==> src/rtl/seq_count_ctrl.sv <==
// Sequencing controller for the skip-state counter 0->1->2->4->5->6->0.
// Runs bounded, free-running or single-step advances and legalizes parallel loads.
module seq_count_ctrl #(
  parameter int LEN_W = 8
) (
  input  logic             clk,
  input  logic             rstn,
  input  logic             start,
  input  logic             stop,
  input  logic             step_req,
  input  logic             free_run,
  input  logic [LEN_W-1:0] run_len,
  input  logic             load,
  input  logic [2:0]       load_val,
  output logic [2:0]       count,
  output logic             busy,
  output logic             done,
  output logic             wrap,
  output logic             illegal,
  output logic [LEN_W-1:0] steps_left
);

  // Handshake: start/stop/step_req/load are level requests sampled on each
  // rising edge in the state that honours them; there is no ready, and busy
  // tells the requester that start/step_req/load are currently ignored.

  typedef enum logic {
    IDLE = 1'b0,
    RUN  = 1'b1
  } state_t;

  state_t           state, state_n;
  logic [2:0]       count_n;
  logic [LEN_W-1:0] steps_n;
  logic             done_n, wrap_n, illegal_n;
  logic             free_q, free_n;

  function automatic logic [2:0] adv(input logic [2:0] c);
    case (c)
      3'd0:    adv = 3'd1;
      3'd1:    adv = 3'd2;
      3'd2:    adv = 3'd4;
      3'd3:    adv = 3'd4;
      3'd4:    adv = 3'd5;
      3'd5:    adv = 3'd6;
      default: adv = 3'd0;
    endcase
  endfunction

  // busy is the state register itself, so it is registered like every output
  assign busy = (state == RUN);

  always_comb begin
    state_n   = state;
    count_n   = count;
    steps_n   = steps_left;
    done_n    = 1'b0;
    wrap_n    = 1'b0;
    illegal_n = illegal;
    free_n    = free_q;
    case (state)
      IDLE: begin
        if (start) begin
          illegal_n = 1'b0;
          if (!free_run && run_len == '0) begin
            done_n = 1'b1;
          end else begin
            state_n = RUN;
            free_n  = free_run;
            steps_n = free_run ? '0 : run_len;
          end
        end else if (load) begin
          if (load_val == 3'd3 || load_val == 3'd7) begin
            count_n   = 3'd0;
            illegal_n = 1'b1;
          end else begin
            count_n = load_val;
          end
        end else if (step_req) begin
          count_n = adv(count);
          wrap_n  = (count == 3'd6);
        end
      end
      RUN: begin
        if (stop) begin
          state_n = IDLE;
          steps_n = '0;
        end else begin
          count_n = adv(count);
          wrap_n  = (count == 3'd6);
          if (!free_q) begin
            // <= 1 rather than == 1 keeps steps_left from ever underflowing
            if (steps_left <= LEN_W'(1)) begin
              state_n = IDLE;
              steps_n = '0;
              done_n  = 1'b1;
            end else begin
              steps_n = steps_left - LEN_W'(1);
            end
          end
        end
      end
      default: state_n = IDLE;
    endcase
  end

  always_ff @(posedge clk or negedge rstn) begin
    if (!rstn) begin
      state      <= IDLE;
      count      <= 3'd0;
      steps_left <= '0;
      done       <= 1'b0;
      wrap       <= 1'b0;
      illegal    <= 1'b0;
      free_q     <= 1'b0;
    end else begin
      state      <= state_n;
      count      <= count_n;
      steps_left <= steps_n;
      done       <= done_n;
      wrap       <= wrap_n;
      illegal    <= illegal_n;
      free_q     <= free_n;
    end
  end

endmodule
==> config.mk <==
export PLATFORM = sky130hd
export DESIGN_NAME = seq_count_ctrl
export DESIGN_NICKNAME = d
export VERILOG_FILES = /design/src/rtl/seq_count_ctrl.sv
export SDC_FILE = /design/constraint.sdc
export NUM_CORES = 1
export LEC_CHECK = 0
export BUFFER_PORTS_ARGS = -buffer_cell sky130_fd_sc_hd__buf_2
export CAP_MARGIN = 20
export CELL_PAD_IN_SITES_DETAIL_PLACEMENT = 1
export CELL_PAD_IN_SITES_GLOBAL_PLACEMENT = 1
export CORE_ASPECT_RATIO = 1.2
export CORE_MARGIN = 2
export CORE_UTILIZATION = 37
export DETAILED_ROUTE_END_ITERATION = 10
export GPL_TIMING_DRIVEN = 1
export PLACE_DENSITY_LB_ADDON = 0.12
export SLEW_MARGIN = 20
export SYNTH_ARGS = -nofsm -noshare
export SYNTH_HDL_FRONTEND = slang
export SYNTH_SLANG_ARGS = --single-unit
export TNS_END_PERCENT = 20
==> constraint.sdc <==
create_clock -name clk -period 2.9 [get_ports clk]
set_input_delay 0 -clock clk [delete_from_list [all_inputs] [get_ports clk]]
set_output_delay 0 -clock clk [all_outputs]
set_load 0.1 [all_outputs]
==> results.md, run 1 <==
Status:
- The run finished with clean final reports.

Final layout:
- The filler cells instantiated in the layout total 339.
- For this run, the post-layout net count is 162.
- The area growth from synthesis to layout is 25.5%.
- The fraction of layout cells with a size suffix above 1 is 0.321.
- The count of antenna diodes in the layout is 0.
- At the end of the flow the core is filled with cells to 0.495.

Critical path:
- Traced cell by cell, the critical path runs through inv_1, ha_1, or4b_4, or4b_4, a21oi_2, a2bb2oi_2.
- The library cell contributing the largest single delay on the critical path is sky130_fd_sc_hd__or4b_4.
- At the worst endpoint, the required time is 3.12 ns.
- The number of cells traversed by the worst register-to-register path is 6.
- The number of buffers and inverters on the critical path is 1.
- The arrival time of the worst setup path is 2.35 ns.
- The capturing element type of the critical path is a flop.
- By startpoint and endpoint, the worst setup path is classified as flop to flop.
- The highest fanout seen on the critical path is 6.
- The most common cell type on the critical path is sky130_fd_sc_hd__or4b_4.
- On the worst path, the slowest cell contributes a delay of 0.52 ns.
- The category of the worst setup path launch point is a flop.
- The cell family with the largest share of critical-path delay is simple AND/OR/NAND/NOR gates.
- Tracing the worst setup path back leads to its startpoint at steps_left[0].
- The critical register-to-register path startpoint is steps_left[0].
- The worst register-to-register path has a setup slack of 0.77 ns.
- The endpoint of the worst-slack reg-to-reg timing path is steps_left[6].

Global routing:
- The total track usage is 0.203.
- The number of antenna violations at the first check in global routing came to 0.
- The largest net degree at the start of global routing is 17.
- The via count of the first global-routing pass is 1065.
- The first-pass GRT wire length is 4660 µm.
- The total overflow left after global routing is 0.

CTS:
- CTS saw 16 sinks.
- Clock tree synthesis selected as its root buffer the cell sky130_fd_sc_hd__clkbuf_4.
- The clock passes through at most 2 buffers.
- The clock slew seen by the registers of the worst setup and hold paths is 0.09 ns.
- The clock reaches the later pin of the worst-skew pair after 0.29 ns.
- In this run, CTS created clock tree buffers numbering 3.
- The number of setup buffers added after CTS is 0.
- The clock tree from TritonCTS is done.
- CTS built an H-tree with a depth of 1.
- Post-CTS repair changed the size of 0 cells.

Synthesis:
- Counting flops and latches in the post-synthesis netlist gives 16.
- The post-synthesis area per instance is 9.78 µm².
- The register area share after synthesis is 0.398.
- For this run, asynchronously set or reset flops after synthesis account for 1.00.
- Yosys mapped a number of flops with a built-in enable equal to 0.
- Yosys printed 0 warnings.
- The cell count after synthesis came out at 103.
- The count of distinct cell types in the synthesized netlist is 43.
- The total nets after synthesis is 123.
- The total standard cell area after synthesis is 0.00101 mm².
- The most common flop cell mapped by yosys is sky130_fd_sc_hd__dfrtp_1.

Timing:
- Timing would allow up to 470 MHz.
- Setup repair after global routing left no endpoint under its margin.
- The count of final max-slew check failures is 0.
- Setup violations remaining at the end of the flow were counted as 0.
- For the final database, setup skew stands at 0.00312 ns.
- Of the available clock period, the critical path in the final layout requires 0.733.
- After routing, the total negative slack on setup checks comes to 0 ns.
- The transition time of the tightest slew-check pin is 0.794 ns.
- The relative max-transition margin is 0.468.
- The final number of hold-violating endpoints is 0.
- The clock period could shrink to 2.13 ns.

Worst hold path:
- The class of the tightest hold or removal check is input pin to flop.
- The launch point of the worst hold path is step_req.
- The worst hold path was traced through 3 stages.
- The worst hold path terminates at wrap.

Floorplanning:
- The number of placement rows is 20.
- The die boundary width is 51.6 µm.
- The initial standard-cell utilization of the core is 0.395.
- In this run the standard cell core region covers 0.00255 mm².
- The die covers 0.00316 mm².
- Pin placement for this block handled 33 I/O pins.
- The die outline height is 61.2 µm.

Route:
- After detailed routing, the average wire length per cell comes to 16.5 µm.
- For this run, design rule violations remaining after detail routing come to 0.
- For this block, the routed nets add up to 2850 µm of wire.
- Before antenna repair, the detailed router went through 4 iterations.
- The DRC marker count from the first detailed-route iteration is 20.
- The count of nets left with antenna violations once routing finished came out at 0.
- Dividing the detail-routed via count by the number of cells gives 5.98.
- Summing over every cut layer, the via total after detailed routing is 1034.

Placed design:
- At the end of routability-driven placement, the weighted congestion stood at 0.832.
- Port buffering added 32 buffers.
- The HPWL after detailed placement is 2260 µm.

Job:
- Across the run, the number of max-cap violations was 0.
worst reg2reg max path, delay by kind of cell (launching register included):
family	cells	cell delay, ns
adders and majority gates	1	0.24
buffers and inverters	1	0.10
AOI/OAI and AO/OA	2	0.27
DFF	1	0.44
and+or+nand+nor	2	1.01
final cells by class:
cell class	count	area [µm²]	area share
repair buffers	36	200	0.158
clock buffers	3	22.5	0.0178
multi-input cells	78	573	0.453
well taps	33	41.3	0.0327
inverters	7	26.3	0.0208
flip-flops and latches	16	400	0.317
synthesized netlist by cell type (2+ instances only):
cell type                   count  area [µm²]
sky130_fd_sc_hd__a2bb2oi_1      3        26.3
sky130_fd_sc_hd__ha_1           2        25.0
sky130_fd_sc_hd__dfrtp_1       16         400
sky130_fd_sc_hd__a21oi_1        2        10.0
sky130_fd_sc_hd__nor2b_1        2        12.5
sky130_fd_sc_hd__o221ai_1       5        43.8
sky130_fd_sc_hd__o2bb2ai_1      5        43.8
sky130_fd_sc_hd__inv_1          7        26.3
sky130_fd_sc_hd__nand2_1        8        30.0
sky130_fd_sc_hd__a22oi_1        2        15.0
sky130_fd_sc_hd__o21ai_0        5        25.0
sky130_fd_sc_hd__nor4_1         4        25.0
sky130_fd_sc_hd__or4b_4         2        27.5
sky130_fd_sc_hd__nor2_1         8        30.0
sky130_fd_sc_hd__a31oi_1        2        12.5
sky130_fd_sc_hd__mux2i_1        2        20.0
sky130_fd_sc_hd__nor3_1         2        10.0
metal layers:
layer  wire, µm  share of wire  vias up  global-route usage
met5          0              0        -                   0
met4         54          0.019        0              0.0902
met3        122          0.043        6              0.0316
met2       1520           0.53       28               0.396
met1       1150           0.40      520               0.215
li1           -              -      480                   -
placed cells by master (no fill, tap or decap), drive strengths merged, types with 5 or more instances in the layout:
cell type  count
dfrtp         16
inv            7
buf           32
nor2           8
o221ai         5
o2bb2ai        5
nand2          8
o21ai          6
kinds of logic after synthesis:
kind of cell,count (synthesis),share of synthesized area
adders and majority gates,2,0.0248
and+or+nand+nor,36,0.207
DFF,16,0.398
buffers and inverters,9,0.0335
AOI/OAI and AO/OA,37,0.306
muxes,3,0.0311
through the flow:
step	std cells	area, µm²	setup slack, ns	hold slack (ns)
after floorplan	103	1010	0.380	-0.296
after global placement	166	1200	0.831	-0.0645
after detailed placement	166	1200	0.762	-0.0555
after CTS	173	1260	0.753	0.0103
after global routing	173	1260	0.681	0.00813
final	173	1260	0.774	0.0169
flip-flops by register name, indices dropped and copies added, names as in the netlist:
name and count:
busy 1, count 3, done 1, free_q 1, illegal 1, steps_left 8
wrap 1
timing repair:
item,in CTS,in global routing
endpoints found under the setup margin,0,0
endpoints found under the hold margin,19,0
hold buffers,4,0
worst max-delay path by stage:
stage                     slack (ns)            end  depth (start not counted)
after global routing            0.68  steps_left[6]                          6
after global placement          0.83  steps_left[6]                          6
after detailed placement        0.76  steps_left[6]                          6
after floorplan                 0.38  steps_left[6]                          6
after CTS                       0.75  steps_left[6]                          6
final                           0.77  steps_left[6]                          6
Power of run 1 is not shown: default switching activity piles up to over one toggle a cycle in this logic, so the estimate is an artifact.
==> inputs of run 2 (changes only) <==
CORE_UTILIZATION = 33   (was 37)
clock period = 1.89 ns   (was 2.9 ns; I/O delays follow)
==> run 2 against run 1 <==
Effect of this change:
- the run now ends with negative setup slack left
- register-to-register slack worse by 0.89 ns
- maximum frequency is 6.0% higher
- clock skew is 0.013 ns higher
- cell count is 12% higher
- design area is 15% higher
- worst setup slack worse by 0.89 ns
- critical path type unchanged
==> results.md, run 2 (synthesized netlist as in run 1, its figures left out) <==
Final layout:
- The count of antenna diodes in the layout is 0.
- In the final layout, the registers with the most flip-flops are steps_left: 8 flops, count: 3 flops.
- The most common cell after layout, fill and taps aside is sky130_fd_sc_hd__buf_2.
- For this run, the share of the core covered by cells in the final layout is 0.513.
- The flip-flop count of the largest register after layout is 8.
- The register with the most flip-flops in the final layout is steps_left.
- Leaving out fill and tap cells, the most frequent cells in the layout are sky130_fd_sc_hd__buf_2 (32), sky130_fd_sc_hd__buf_4 (18), sky130_fd_sc_hd__dfrtp_1 (11).
- Compared with the post-synthesis result, the final layout area differs by 44.5%.
- The final layout contains 180 nets.
- The fraction of layout cells with a size suffix above 1 is 0.472.

Floorplanning:
- The initialized floorplan defines 21 standard-cell rows.
- For this configuration, the core starts out at a cell density of 0.355.
- After floorplanning, the core was sized to cover 0.00284 mm².
- The die boundary width is 54.4 µm.
- 33 I/O pins were placed.
- The die area is 0.00351 mm².
- The die outline height is 64.5 µm.

Placed design:
- The number of buffers inserted by port buffering is 32.
- At the end of routability-driven placement, the weighted congestion stood at 0.834.
- The pre-CTS worst setup slack is -0.117 ns.
- Once detailed placement completed, the half-perimeter wirelength came to 2550 µm.

Timing:
- The maximum clock frequency is 499 MHz.
- The final critical-path share of the clock period is 1.06.
- Setup repair after global routing could not meet its margin everywhere.
- The count of final max-slew check failures was 0.
- The final number of hold-violating endpoints is 0.
- For the final database, setup skew stands at 0.0164 ns.
- Summed over all failing endpoints, the final setup total negative slack is -0.128 ns.
- For the pin with the worst max-slew slack, the measured transition is 0.475 ns.
- The total of endpoints with negative setup slack in the final report is 2.
- After layout, the worst setup slack is -0.115 ns.
- The shortest period the worst path allows is 2.01 ns.
- Measured against its own limit, the worst slew margin works out to 0.681.
- The tightest hold path in the finished design has a slack of 0.00469 ns.

Global routing:
- The number of antenna violations at the first check in global routing came to 0.
- The total overflow left after global routing is 0.
- Entering global routing, the biggest net connects 17 pins.
- For this run, the total global-route usage over all layers was measured as 0.201.
- The first-pass GRT wire length is 5210 µm.
- The via count of the first global-routing pass was 1133.

Critical path:
- For the worst setup path, the data arrival time is 2.22 ns.
- The worst setup path is captured at a flop.
- The category of the worst setup path launch point is a flop.
- STA puts the critical path data required time at 2.11 ns.
- The highest fanout seen on the critical path is 2.
- The critical path is of the flop to flop type.

Route:
- After the first detailed-routing iteration, the DRC count stood at 10.
- In this run the remaining antenna-violating nets after routing total 0.
- After detailed routing, the number of remaining DRC violations is 0.
- The overall routed net length is 3190 µm.
- The count of vias placed by the detailed router is 1085.
- The routed length per instance is 16.5 µm.
- The number of detailed-routing iterations run before antenna repair is 4.
- In the routed layout, each cell is associated on average with a via count of 5.62.

Status:
- The checks that failed: negative setup slack.
- The flow ran to the end, but the final reports show violations.

CTS:
- The later pin in the worst-skew pair is clocked with a latency of 0.30 ns.
- The number of clock sinks is 16.
- The maximum clock path buffer count is 2.
- Clock-pin slew was measured on the worst setup and hold paths at 0.12 ns.
- TritonCTS built the clock tree.
- CTS placed an instance of sky130_fd_sc_hd__clkbuf_4 at the clock tree root.
- In this run the number of H-tree levels came out at 1.
- The number of clock buffers added by TritonCTS is 3.

Worst hold path:
- The class of the tightest hold or removal check is input pin to flop.

Job:
- Max-cap violations in this run came to 0.
## run 2: path summary, 6_finish.rpt
kind                          startpoint       endpoint  slack [ns]  depth (start not counted)
max                        steps_left[1]  steps_left[6]       -0.12                          6
min                           run_len[1]  steps_left[1]       0.005                          3
max reg2reg                steps_left[1]  steps_left[6]       -0.12                          6
min reg2reg                     count[0]           wrap        0.49                          1
max in group asynchronous           rstn  steps_left[3]        1.41                          2
min in group asynchronous           rstn        illegal        0.16                          2
## run 2: layout make-up
| cell class | instances | area, µm² |
|---|---|---|
| Fill cell | 353 | 1380 |
| Multi-Input combinational cell | 78 | 598 |
| Sequential cell | 16 | 412 |
| Timing Repair Buffer | 54 | 335 |
| Tap cell | 34 | 42.5 |
| Clock buffer | 4 | 36.3 |
| Inverter | 7 | 31.3 |
## run 2: what timing repair did
| item | 4_1_cts | 5_1_grt |
|---|---|---|
| hold buffers | 4 | 0 |
| pin swaps | 4 | 1 |
| setup buffers | 1 | 0 |
| hold endpoints to repair | 19 | 0 |
| endpoints found under the setup margin | 2 | 8 |
| resized for setup | 2 | 1 |
## run 2: layer usage
layer	GRT usage	routed length [µm]	vias to the layer above	share of wire
met4	0.0375	25	0	0.0078
met2	0.381	1680	32	0.53
li1	-	-	517	-
met3	0.0207	140	2	0.044
met5	0	0	-	0
met1	0.233	1340	534	0.42
## run 2: worst max-delay path, cell delays in order, from the launching register on
cell	delay, ns
sky130_fd_sc_hd__dfrtp_4	0.51
sky130_fd_sc_hd__inv_4	0.07
sky130_fd_sc_hd__ha_4	0.12
sky130_fd_sc_hd__or4b_4	0.46
sky130_fd_sc_hd__or4b_4	0.49
sky130_fd_sc_hd__a21oi_2	0.14
sky130_fd_sc_hd__a2bb2oi_2	0.14
## run 2: stage by stage
| stage | cell area (µm²) | std cells |
|---|---|---|
| final | 1460 | 193 |
| after CTS | 1450 | 193 |
| after global routing | 1460 | 193 |
| after floorplan | 1040 | 103 |
| after detailed placement | 1360 | 184 |
| after global placement | 1360 | 184 |
Power of run 2 is left out for the same reason.
==> inputs of run 3 (changes only) <==
ABC_AREA = 1   (was default)
CORE_UTILIZATION = 31   (was 33)
==> run 3 against run 2 <==
Effect of this change:
- the run now ends clean
- flip-flop and latch count is the same
- first-iteration DRC count grew 110%
- critical path depth grew 3
- design area shrank 6.8%
- sequential share of layout area grew 1.4 points
- via count grew 5.5%
- global-route usage shrank 3.4 points
- count of clock-buffer cells in the layout is the same
- maximum frequency grew 27%
- utilization shrank 11 points
- largest cell class unchanged
==> results.md, run 3 <==
Critical path:
- The critical path required time is 2.03 ns.
- Among all stages on the critical path, the largest delay is contributed by sky130_fd_sc_hd__dfrtp_2.
- The category of the worst setup path launch point is a flop.
- Among the stages of the critical path, the cell type that occurs most often is sky130_fd_sc_hd__nand2_1.
- Setup slack on the worst reg-to-reg path comes out at 0.31 ns.
- The biggest cell delay along the critical path is 0.43 ns.
- Of all nets on the critical path, the largest fanout is 7.
- The signal on the critical path passes through inv_1, ha_1, nor2_1, nor2_1, nand2_1, nand2_1, o21ai_0, nand2_1, nand2_1.
- At the worst endpoint, the arrival time is 1.72 ns.
- The worst register-to-register path has a depth of 9.
- The class of the most critical setup path is flop to flop.
- Counting both buffers and inverters, the worst setup path holds a total of 1.
- The critical register-to-register path startpoint is steps_left[0].
- The worst register-to-register path ends at steps_left[1].
- The cell family with the largest share of critical-path delay is simple AND/OR/NAND/NOR gates.
- The worst setup path is captured at a flop.

Final layout:
- Relative to the synthesized area, the layout overhead comes to 23.5%.
- The most common cell after layout, fill and taps aside is sky130_fd_sc_hd__nand2_1.
- The number of antenna diodes in the final layout is 0.
- The number of nets in the layout is 217.
- The top register by number of flip-flops is steps_left.
- The largest registers in the layout are steps_left: 8 flops, count: 3 flops.
- The register with the most flip-flops in the layout has 8 of them.
- In the layout the commonest cells are sky130_fd_sc_hd__nand2_1 (55), sky130_fd_sc_hd__buf_2 (32), sky130_fd_sc_hd__nor2_1 (18).
- The fraction of layout cells with a size suffix above 1 is 0.270.

Synthesis:
- After technology mapping, the gate count stands at 161.
- Ranked by instance count, the synthesized netlist is headed by sky130_fd_sc_hd__nand2_1 (55), sky130_fd_sc_hd__nor2_1 (18), sky130_fd_sc_hd__inv_1 (17).
- The count of distinct cell types in the synthesized netlist is 29.
- The synthesized design contains 0 enable-type register cells.
- The async set-reset flop share out of synthesis is 1.00.
- For this run, the register share of the synthesized area comes to 0.364.
- The share of synthesized area in the top cell type comes to 0.364.
- The flop and latch count out of synthesis is 16.
- The most common flop cell mapped by yosys is sky130_fd_sc_hd__dfrtp_1.
- The most common cell in the synthesized netlist is sky130_fd_sc_hd__nand2_1.
- After synthesis, the cell types taking the most area are sky130_fd_sc_hd__dfrtp_1 (36%), sky130_fd_sc_hd__nand2_1 (19%), sky130_fd_sc_hd__nor2_1 (6.2%), sky130_fd_sc_hd__inv_1 (5.8%), sky130_fd_sc_hd__o21ai_0 (5.0%).
- Yosys printed 0 warnings.
- When the netlist entered floorplanning its net count stood at 181.
- After synthesis the cells add up to 0.00110 mm².
- The biggest area consumer among synthesized cells is sky130_fd_sc_hd__dfrtp_1.
- Each instance of the synthesized netlist takes up on average 6.82 µm².

Worst hold path:
- In this run the most critical hold path is launched from free_run.
- The number of instances on the worst hold path is 3.
- The worst hold path terminates at free_q.
- The class of the tightest hold or removal check is input pin to flop.

Global routing:
- The remaining global-route overflow is 0.
- The via count of the first global-routing pass is 1204.
- The largest net degree at the start of global routing is 17.
- The total track usage is 0.168.
- The first global-routing pass estimated 5340 µm of wire.
- The number of antenna violations at the first check in global routing is 0.

Timing:
- For the pin with the worst max-slew slack, the measured transition is 0.516 ns.
- The shortest period the worst path allows is 1.58 ns.
- The relative max-transition margin is 0.655.
- The count of final max-slew check failures is 0.
- The final critical-path share of the clock period is 0.835.
- The final number of hold-violating endpoints is 0.
- The total of endpoints with negative setup slack in the final report is 0.
- Summed over all failing endpoints, the final setup total negative slack is 0 ns.
- Setup repair after global routing left no endpoint under its margin.
- For this run, the top clock speed supported by timing is 634 MHz.
- On the final layout, the worst clock skew is 0.00277 ns.

Floorplanning:
- The die area is 0.00404 mm².
- The core region is 0.00337 mm².
- The die outline height is 69.2 µm.
- The initial standard-cell utilization of the core is 0.326.
- From left edge to right edge, the die measures 58.3 µm.
- 33 I/O pins were placed.
- The initialized floorplan defines 23 standard-cell rows.

CTS:
- The clock tree from TritonCTS is done.
- TritonCTS created 3 clock buffers.
- Once the clock tree was built, the resizer swapped 0 gates to a different size.
- The maximum clock path buffer count is 2.
- CTS saw 16 sinks.
- Clock latency on the worst-skew pair, taken at its later pin, is 0.25 ns.
- The number of buffers inserted by post-CTS setup repair is 0.
- After clock tree synthesis, the clock-pin slew on the worst setup and hold paths is 0.07 ns.
- The clock tree root driver cell is sky130_fd_sc_hd__clkbuf_8.
- In this run the number of H-tree levels came out at 1.
- The cts-stage hold buffer count is 1.

Placed design:
- Routability-driven placement finished with a final weighted congestion of 0.862.
- The number of buffers inserted by port buffering is 32.
- Detailed placement ended at an HPWL of 2600 µm.

Route:
- The overall routed net length is 3180 µm.
- The routed length per instance is 13.6 µm.
- The first detailed-routing pass ran for 5 iterations.
- The count of vias placed by the detailed router is 1145.
- Dividing the detail-routed via count by the number of cells gives 4.91.
- The number of antenna-violating nets in the routed design is 0.
- The number of design rule violations left after detail routing is 0.
- The DRC marker count from the first detailed-route iteration is 21.

Status:
- The run finished with clean final reports.

Job:
- Max-cap violations in this run came to 0.
[run 3: cell types whose count changed in the layout (fill, tap and decap cells not counted), sizes merged, moves of 9 or more]
cell   change
buf       -18
inv       +14
nand2     +51
nand3      +9
nor2      +14
o21ai      +9
[run 3: cell families (layout without fill, tap and decap cells)]
logic type,Yosys count,after routing,synth area share
adders and majority gates,2,2,0.0228
and+or+nand+nor,98,98,0.400
DFF,16,16,0.364
AOI/OAI and AO/OA,20,20,0.106
xor gates and xnor gates,2,2,0.0159
buffers and inverters,23,58,0.0911
[run 3: cell type report]
cell class | instances | area, µm²
well taps | 37 | 46.3
repair buffers | 33 | 170
multi-input cells | 122 | 598
clock buffers | 4 | 55.1
fillers | 446 | 2010
inverters | 21 | 83.8
flip-flops and latches | 16 | 403
[run 3: metal layers]
layer | share of wire | GRT usage | vias to the layer above
met5 | 0 | 0 | -
met4 | 0.033 | 0.0853 | 0
met3 | 0.028 | 0.0243 | 8
met2 | 0.52 | 0.292 | 23
met1 | 0.42 | 0.192 | 537
li1 | - | - | 577
[run 3: tightest hold or removal path, cell delays in order]
cell	delay, ns
sky130_fd_sc_hd__buf_2	0.10
sky130_fd_sc_hd__nand3_1	0.07
sky130_fd_sc_hd__nand2_1	0.07
[run 3: how the worst max path moves through the flow]
stage                    end  cells past startpoint  slack, ns          start
2_1_floorplan  steps_left[4]                     10       0.06           busy
3_3_place_gp   steps_left[1]                      9       0.36  steps_left[0]
3_5_place_dp   steps_left[1]                      9       0.32  steps_left[0]
4_1_cts        steps_left[1]                      9       0.31  steps_left[0]
5_1_grt        steps_left[0]                      9       0.19  steps_left[1]
6_report       steps_left[1]                      9       0.31  steps_left[0]
[run 3: stage by stage]
step / setup WS [ns] / hold WS, ns / instance area [µm²] / utilization / std cells
floorplan: 0.0599 / -0.296 / 1100 / - / 161
global placement: 0.356 / -0.0548 / 1290 / 0.384 / 228
detailed placement: 0.318 / -0.0460 / 1290 / 0.384 / 228
CTS: 0.307 / 0.0250 / 1360 / 0.403 / 233
global route: 0.189 / 0.0316 / 1360 / 0.403 / 233
finish: 0.312 / 0.0244 / 1360 / 0.403 / 233
Power of run 3 is left out for the same reason.
